### config.mk
export PLATFORM = sky130hd
export DESIGN_NAME = cell_vector_sequencer
export DESIGN_NICKNAME = d
export VERILOG_FILES = /design/src/rtl/cell_vector_sequencer.sv
export SDC_FILE = /design/constraint.sdc
export NUM_CORES = 1
export LEC_CHECK = 0
export CORE_UTILIZATION = 52
export CTS_CLUSTER_SIZE = 10
export DETAILED_ROUTE_END_ITERATION = 10
export PLACE_DENSITY = 0.89
export SLEW_MARGIN = 5
export SYNTH_ARGS = -nofsm -noshare
export SYNTH_HDL_FRONTEND = slang
export SYNTH_SLANG_ARGS = --single-unit
### constraint.sdc
create_clock -name clk -period 2.98 [get_ports clk]
set_input_delay 0.298 -clock clk [delete_from_list [all_inputs] [get_ports clk]]
set_output_delay 0.298 -clock clk [all_outputs]
set_load 0.01 [all_outputs]
### src/rtl/cell_vector_sequencer.sv
// cell_vector_sequencer
// Drives all 16 input combinations {A,B,C1,C2} into a 4-input cell and holds
// each one for SETTLE cycles. It then samples ZN for one cycle and compares it
// with a golden truth table latched at start. Mismatches are counted, and the
// index of the first mismatch is recorded.
//
// Ports
//   clk            : clock, all state updates on the rising edge
//   rst_n          : asynchronous active-low reset
//   start          : one-cycle run request, honoured only when idle
//   golden[15:0]   : expected ZN, bit i for vector i (latched at start)
//   vec[3:0]       : cell inputs, vec[3]=A, vec[2]=B, vec[1]=C1, vec[0]=C2
//   dut_zn         : cell output ZN
//   busy           : run in progress
//   done           : one-cycle pulse at run end
//   pass           : last completed run had zero mismatches
//   result[15:0]   : captured ZN truth table
//   fail_count[4:0]: mismatch count of the run (0..16)
//   first_fail_idx : index of the first mismatch
//   fail_valid     : first_fail_idx is meaningful
module cell_vector_sequencer #(
    // Hold cycles per vector before sampling; legal range 1..15.
    parameter int unsigned SETTLE = 2
) (
    input  logic        clk,
    input  logic        rst_n,
    input  logic        start,
    input  logic [15:0] golden,
    output logic [3:0]  vec,
    input  logic        dut_zn,
    output logic        busy,
    output logic        done,
    output logic        pass,
    output logic [15:0] result,
    output logic [4:0]  fail_count,
    output logic [3:0]  first_fail_idx,
    output logic        fail_valid
);

    localparam logic [3:0] LP_RELOAD    = 4'(SETTLE - 1);
    localparam logic [4:0] LP_MAX_FAILS = 5'd16;

    typedef enum logic [1:0] {
        StIdle,
        StWait,
        StSample,
        StDone
    } state_e;

    state_e      r_state;
    state_e      w_state_nxt;

    logic [15:0] r_golden;
    logic [3:0]  r_vec;
    logic [3:0]  r_cnt;
    logic        r_busy;
    logic        r_done;
    logic        r_pass;
    logic [15:0] r_result;
    logic [4:0]  r_fail_count;
    logic [3:0]  r_first_fail_idx;
    logic        r_fail_valid;

    logic        w_mismatch;
    logic [4:0]  w_fail_count_nxt;

    assign w_mismatch = dut_zn ^ r_golden[r_vec];

    // Saturating count; pass for the last vector must include its own sample.
    always_comb begin
        w_fail_count_nxt = r_fail_count;
        if (w_mismatch && (r_fail_count != LP_MAX_FAILS)) begin
            w_fail_count_nxt = r_fail_count + 5'd1;
        end
    end

    // State register
    always_ff @(posedge clk or negedge rst_n) begin
        if (!rst_n) begin
            r_state <= StIdle;
        end else begin
            r_state <= w_state_nxt;
        end
    end

    // Next-state logic
    always_comb begin
        w_state_nxt = r_state;
        unique case (r_state)
            StIdle: begin
                if (start) begin
                    w_state_nxt = StWait;
                end
            end
            StWait: begin
                if (r_cnt == 4'd0) begin
                    w_state_nxt = StSample;
                end
            end
            StSample: begin
                if (r_vec == 4'd15) begin
                    w_state_nxt = StDone;
                end else begin
                    w_state_nxt = StWait;
                end
            end
            StDone: begin
                w_state_nxt = StIdle;
            end
            default: begin
                w_state_nxt = StIdle;
            end
        endcase
    end

    // Datapath
    always_ff @(posedge clk or negedge rst_n) begin
        if (!rst_n) begin
            r_golden         <= 16'd0;
            r_vec            <= 4'd0;
            r_cnt            <= 4'd0;
            r_busy           <= 1'b0;
            r_done           <= 1'b0;
            r_pass           <= 1'b0;
            r_result         <= 16'd0;
            r_fail_count     <= 5'd0;
            r_first_fail_idx <= 4'd0;
            r_fail_valid     <= 1'b0;
        end else begin
            r_done <= 1'b0;
            unique case (r_state)
                StIdle: begin
                    if (start) begin
                        r_golden     <= golden;
                        r_vec        <= 4'd0;
                        r_cnt        <= LP_RELOAD;
                        r_busy       <= 1'b1;
                        r_result     <= 16'd0;
                        r_fail_count <= 5'd0;
                        r_fail_valid <= 1'b0;
                    end
                end
                StWait: begin
                    if (r_cnt != 4'd0) begin
                        r_cnt <= r_cnt - 4'd1;
                    end
                end
                StSample: begin
                    r_result[r_vec] <= dut_zn;
                    r_fail_count    <= w_fail_count_nxt;
                    if (w_mismatch && !r_fail_valid) begin
                        r_first_fail_idx <= r_vec;
                        r_fail_valid     <= 1'b1;
                    end
                    if (r_vec != 4'd15) begin
                        r_vec <= r_vec + 4'd1;
                        r_cnt <= LP_RELOAD;
                    end else begin
                        // Outputs for the DONE cycle are set on the entry edge.
                        r_busy <= 1'b0;
                        r_done <= 1'b1;
                        r_pass <= (w_fail_count_nxt == 5'd0);
                    end
                end
                StDone: begin
                end
                default: begin
                end
            endcase
        end
    end

    assign vec            = r_vec;
    assign busy           = r_busy;
    assign done           = r_done;
    assign pass           = r_pass;
    assign result         = r_result;
    assign fail_count     = r_fail_count;
    assign first_fail_idx = r_first_fail_idx;
    assign fail_valid     = r_fail_valid;

endmodule

==> out/qor_table.md <==
| Metric | Reported | Unit |
|:---|:---|:---|
| Top fanout value on the critical path | 11 | - |
| Proportion of netlist area held by the largest area contributor | 0.480 | - |
| Number of synthesized register bits | 55 | - |
| Fmax achieved | 350 | MHz |
| Largest net degree at the start of global routing | 38 | - |
| Number of clock sinks | 55 | - |
| Proportion of power drawn by flip-flops and latches | 0.442 | - |
| Most used DFF post-synth | sky130_fd_sc_hd__dfrtp_1 | - |
| Number of cells upsized or downsized after cts | 0 | - |
| Hold buffer count at CTS | 0 | - |
| Initial antenna violation count | 0 | - |
| Final setup slack of the worst path | 0.121 | ns |
| Seq/Total Area, Yosys | 0.480 | - |
| Net count after synthesis | 332 | - |
| Number of DRC violations after detailed-routing iteration 0 | 184 | - |
| Clock power share | 0.157 | - |
| Pins over their slew limit | 0 | - |
| Buffers on Ports | 52 | - |
| Root Buffer | sky130_fd_sc_hd__clkbuf_8 | - |
| Antenna cells | 0 | - |
| Number of iterations in the first detailed-routing pass | 4 | - |
| Data required time of the critical path | 3.18 | ns |
| EDFF count, synth | 0 | - |
| Share of layout cells above drive strength 1 | 0.0904 | - |
| GRT Resource Usage Total | 0.253 | - |
| Sum of negative setup slack | 0 | ns |
| Initial cell density of the core | 0.551 | - |
| Total setup buffers inserted after CTS | 0 | - |
| Residual DRC count | 0 | - |
| Via/cell ratio | 5.85 | - |
| Portion of total power attributed to combinational logic | 0.402 | - |
| Worst slew margin relative to its limit | 0.294 | - |
| H-tree depth | 2 | - |
| Via count of the first global-routing pass | 2423 | - |
| Via count | 2482 | - |
| CP endpoint kind | flop | - |
| TritonCTS clock tree | yes | - |
| Reported max-cap violation count | 0 | - |
| Overall die area | 5810 | µm² |
| Global-route wire length before repair | 11700 | µm |
| Placer Congestion | 0.878 | - |
| Most frequent cells in the layout | sky130_fd_sc_hd__nand2_1, sky130_fd_sc_hd__dfrtp_1, sky130_fd_sc_hd__clkdlybuf4s50_1 | - |
| Setup repair after global routing missed its margin | false | - |
| Fraction of power spent switching nets | 0.374 | - |
| Layout net count | 381 | - |
| Outcome | finished clean | - |
| Critical Path Start Type | flop | - |
| I/O Pins | 53 | - |
| Area inside the core boundary | 5200 | µm² |
| Number of warnings reported in the yosys synthesis log | 0 | - |
| Gate Count Post-Synth | 304 | - |
| Minimum setup slack after placement | 0.138 | ns |
| P_leak | 1.65 | nW |
| Pint | 0.00159 | W |
| Avg Cell Area, Syn | 9.43 | µm² |
| Chip height | 76.2 | µm |
| Leading area contributor after synthesis | sky130_fd_sc_hd__dfrtp_1 | - |
| Clock Latency Late Sink | 0.31 | ns |
| Number of routed nets with antenna violations | 0 | - |
| Arr. time, crit path | 3.05 | ns |
| Clock skew | 0.00488 | ns |
| Num CTS Buffers | 5 | - |
| Total wire length | 6930 | µm |
| Maximum resistive drop on vdd | 0.404 | mV |
| Clock Pin Slew Worst Setup and Hold Paths | 0.09 | ns |
| Least-Margin Pin Slew | 1.06 | ns |
| Min Tclk post-route | 2.86 | ns |
| Area added between synthesis and finish | 23.1 | % |
| Multi-input gate area in the final layout | 1370 | µm² |
| Final-layout fill cell count | 408 | - |
| Area of the mapped netlist | 2870 | µm² |
| Final number of setup-violating endpoints | 0 | - |
| Most common cell after layout, fill and taps aside | sky130_fd_sc_hd__nand2_1 | - |
| HPWL Detailed | 4950 | µm |
| HP Class | input pin to asynchronous set/reset pin | - |
| Flip-flop and latch area | 1380 | µm² |
| Number of distinct library cells after synthesis | 45 | - |
| Startpoint-to-endpoint class of the critical path | flop to flop | - |
| Average wire per cell in the routed design | 16.4 | µm |
| Switching power summed over all nets | 0.000950 | W |
| Total count of hold-check failures in the final report | 0 | - |
| Gr ovfl total | 0 | - |
| Power Dens Cells | 720 | nW/µm² |
| CTS max path bufs | 2 | - |
| Final worst-path cycle share | 0.960 | - |
| Top cells by area in the synthesized netlist | sky130_fd_sc_hd__dfrtp_1, sky130_fd_sc_hd__nand2_1, sky130_fd_sc_hd__ha_1 | - |
| Chip Width | 76.2 | µm |
| Num rows | 26 | - |
| Proportion of register bits with asynchronous set or reset after synthesis | 1.00 | - |
metal layers:
metal | part of all wire | GRT usage | wire, µm
met1 | 0.44 | 0.343 | 3050
met2 | 0.48 | 0.411 | 3330
met3 | 0.054 | 0.0335 | 377
met4 | 0.026 | 0.106 | 180
met5 | 0 | 0 | 0
registers in the layout (all words and copies together), names as in the netlist:
register        cells
r_golden           16
result             16
fail_count          5
first_fail_idx      4
r_cnt               4
vec                 4
r_state             2
busy                1
done                1
fail_valid          1
pass                1
worst paths after layout:
check | startpoint | end | slack (ns) | cells after the start
setup / recovery | vec[1]$_DFFE_PN0P_ | first_fail_idx[2]$_DFFE_PN0P_ | 0.12 | 6
hold / removal | rst_n | r_golden[11]$_DFFE_PN0P_ | 0.08 | 1
setup reg to reg | vec[1]$_DFFE_PN0P_ | first_fail_idx[2]$_DFFE_PN0P_ | 0.12 | 6
hold reg to reg | r_cnt[3]$_DFFE_PN0P_ | r_cnt[3]$_DFFE_PN0P_ | 0.48 | 1
max in group asynchronous | rst_n | result[10]$_DFFE_PN0P_ | 2.15 | 2
min in group clk | r_cnt[3]$_DFFE_PN0P_ | r_cnt[3]$_DFFE_PN0P_ | 0.48 | 1
power by group through the flow:
stage | sequential, W | combinational, W | clock (W)
after CTS | 0.00112 | 0.00102 | 0.000405
after detailed placement | 0.00113 | 0.00101 | 0
after global routing | 0.00114 | 0.00114 | 0.000437
after floorplan | 0.00109 | 0.000688 | 0
after global placement | 0.00112 | 0.000956 | 0
final | 0.00112 | 0.00102 | 0.000398
cell type report:
class | count | area share
timing repair buffer | 59 | 0.161
multi-input combinational | 221 | 0.388
clock buffer | 6 | 0.0206
tap | 70 | 0.0248
clock inverter | 2 | 0.00355
sequential | 55 | 0.390
inverter | 11 | 0.0117
per-stage QoR:
step / cells / cell area [µm²] / power [W] / utilization / hold WS, ns
global route: 424 / 3530 / 0.00272 / 0.678 / 0.141
global placement: 416 / 3440 / 0.00208 / 0.662 / 0.426
CTS: 424 / 3530 / 0.00254 / 0.678 / 0.0986
finish: 424 / 3530 / 0.00254 / 0.678 / 0.0787
detailed placement: 416 / 3440 / 0.00214 / 0.662 / 0.436
floorplan: 304 / 2870 / 0.00178 / - / 0.00241
synth_stat cells, types with 2 or more instances:
library cell / count
sky130_fd_sc_hd__nor2_1: 10
sky130_fd_sc_hd__o21ai_0: 12
sky130_fd_sc_hd__clkbuf_1: 11
sky130_fd_sc_hd__mux2i_1: 5
sky130_fd_sc_hd__mux2_4: 5
sky130_fd_sc_hd__nor3_1: 2
sky130_fd_sc_hd__or3b_2: 2
sky130_fd_sc_hd__nand2_1: 92
sky130_fd_sc_hd__nand2b_1: 5
sky130_fd_sc_hd__a21oi_1: 8
sky130_fd_sc_hd__nand4_1: 15
sky130_fd_sc_hd__mux4_2: 2
sky130_fd_sc_hd__mux2_1: 3
sky130_fd_sc_hd__o311ai_0: 4
sky130_fd_sc_hd__buf_1: 4
sky130_fd_sc_hd__dfrtp_1: 55
sky130_fd_sc_hd__or3_1: 2
sky130_fd_sc_hd__nand3b_1: 2
sky130_fd_sc_hd__o2111ai_1: 2
sky130_fd_sc_hd__buf_6: 2
sky130_fd_sc_hd__inv_1: 11
sky130_fd_sc_hd__o22ai_1: 2
sky130_fd_sc_hd__nor2b_1: 2
sky130_fd_sc_hd__nand4b_1: 2
sky130_fd_sc_hd__ha_1: 8
sky130_fd_sc_hd__mux2_2: 5
sky130_fd_sc_hd__o211ai_1: 10
sky130_fd_sc_hd__nand3_1: 4
kinds of logic after synthesis:
logic type,synth area share
compound gates,0.113
fa+ha+maj,0.0349
buf+inv,0.0419
simple gates,0.222
mux,0.0956
flops,0.480
xor+xnor,0.0118
worst max-delay path, stage by stage (launching register included):
cell,delay [ns]
sky130_fd_sc_hd__dfrtp_1,0.58
sky130_fd_sc_hd__mux2_2,0.39
sky130_fd_sc_hd__mux4_2,0.52
sky130_fd_sc_hd__mux2_4,0.31
sky130_fd_sc_hd__xnor2_2,0.15
sky130_fd_sc_hd__or3_1,0.45
sky130_fd_sc_hd__mux2_4,0.34
No activity file was read; power rests on OpenSTA's default activity.
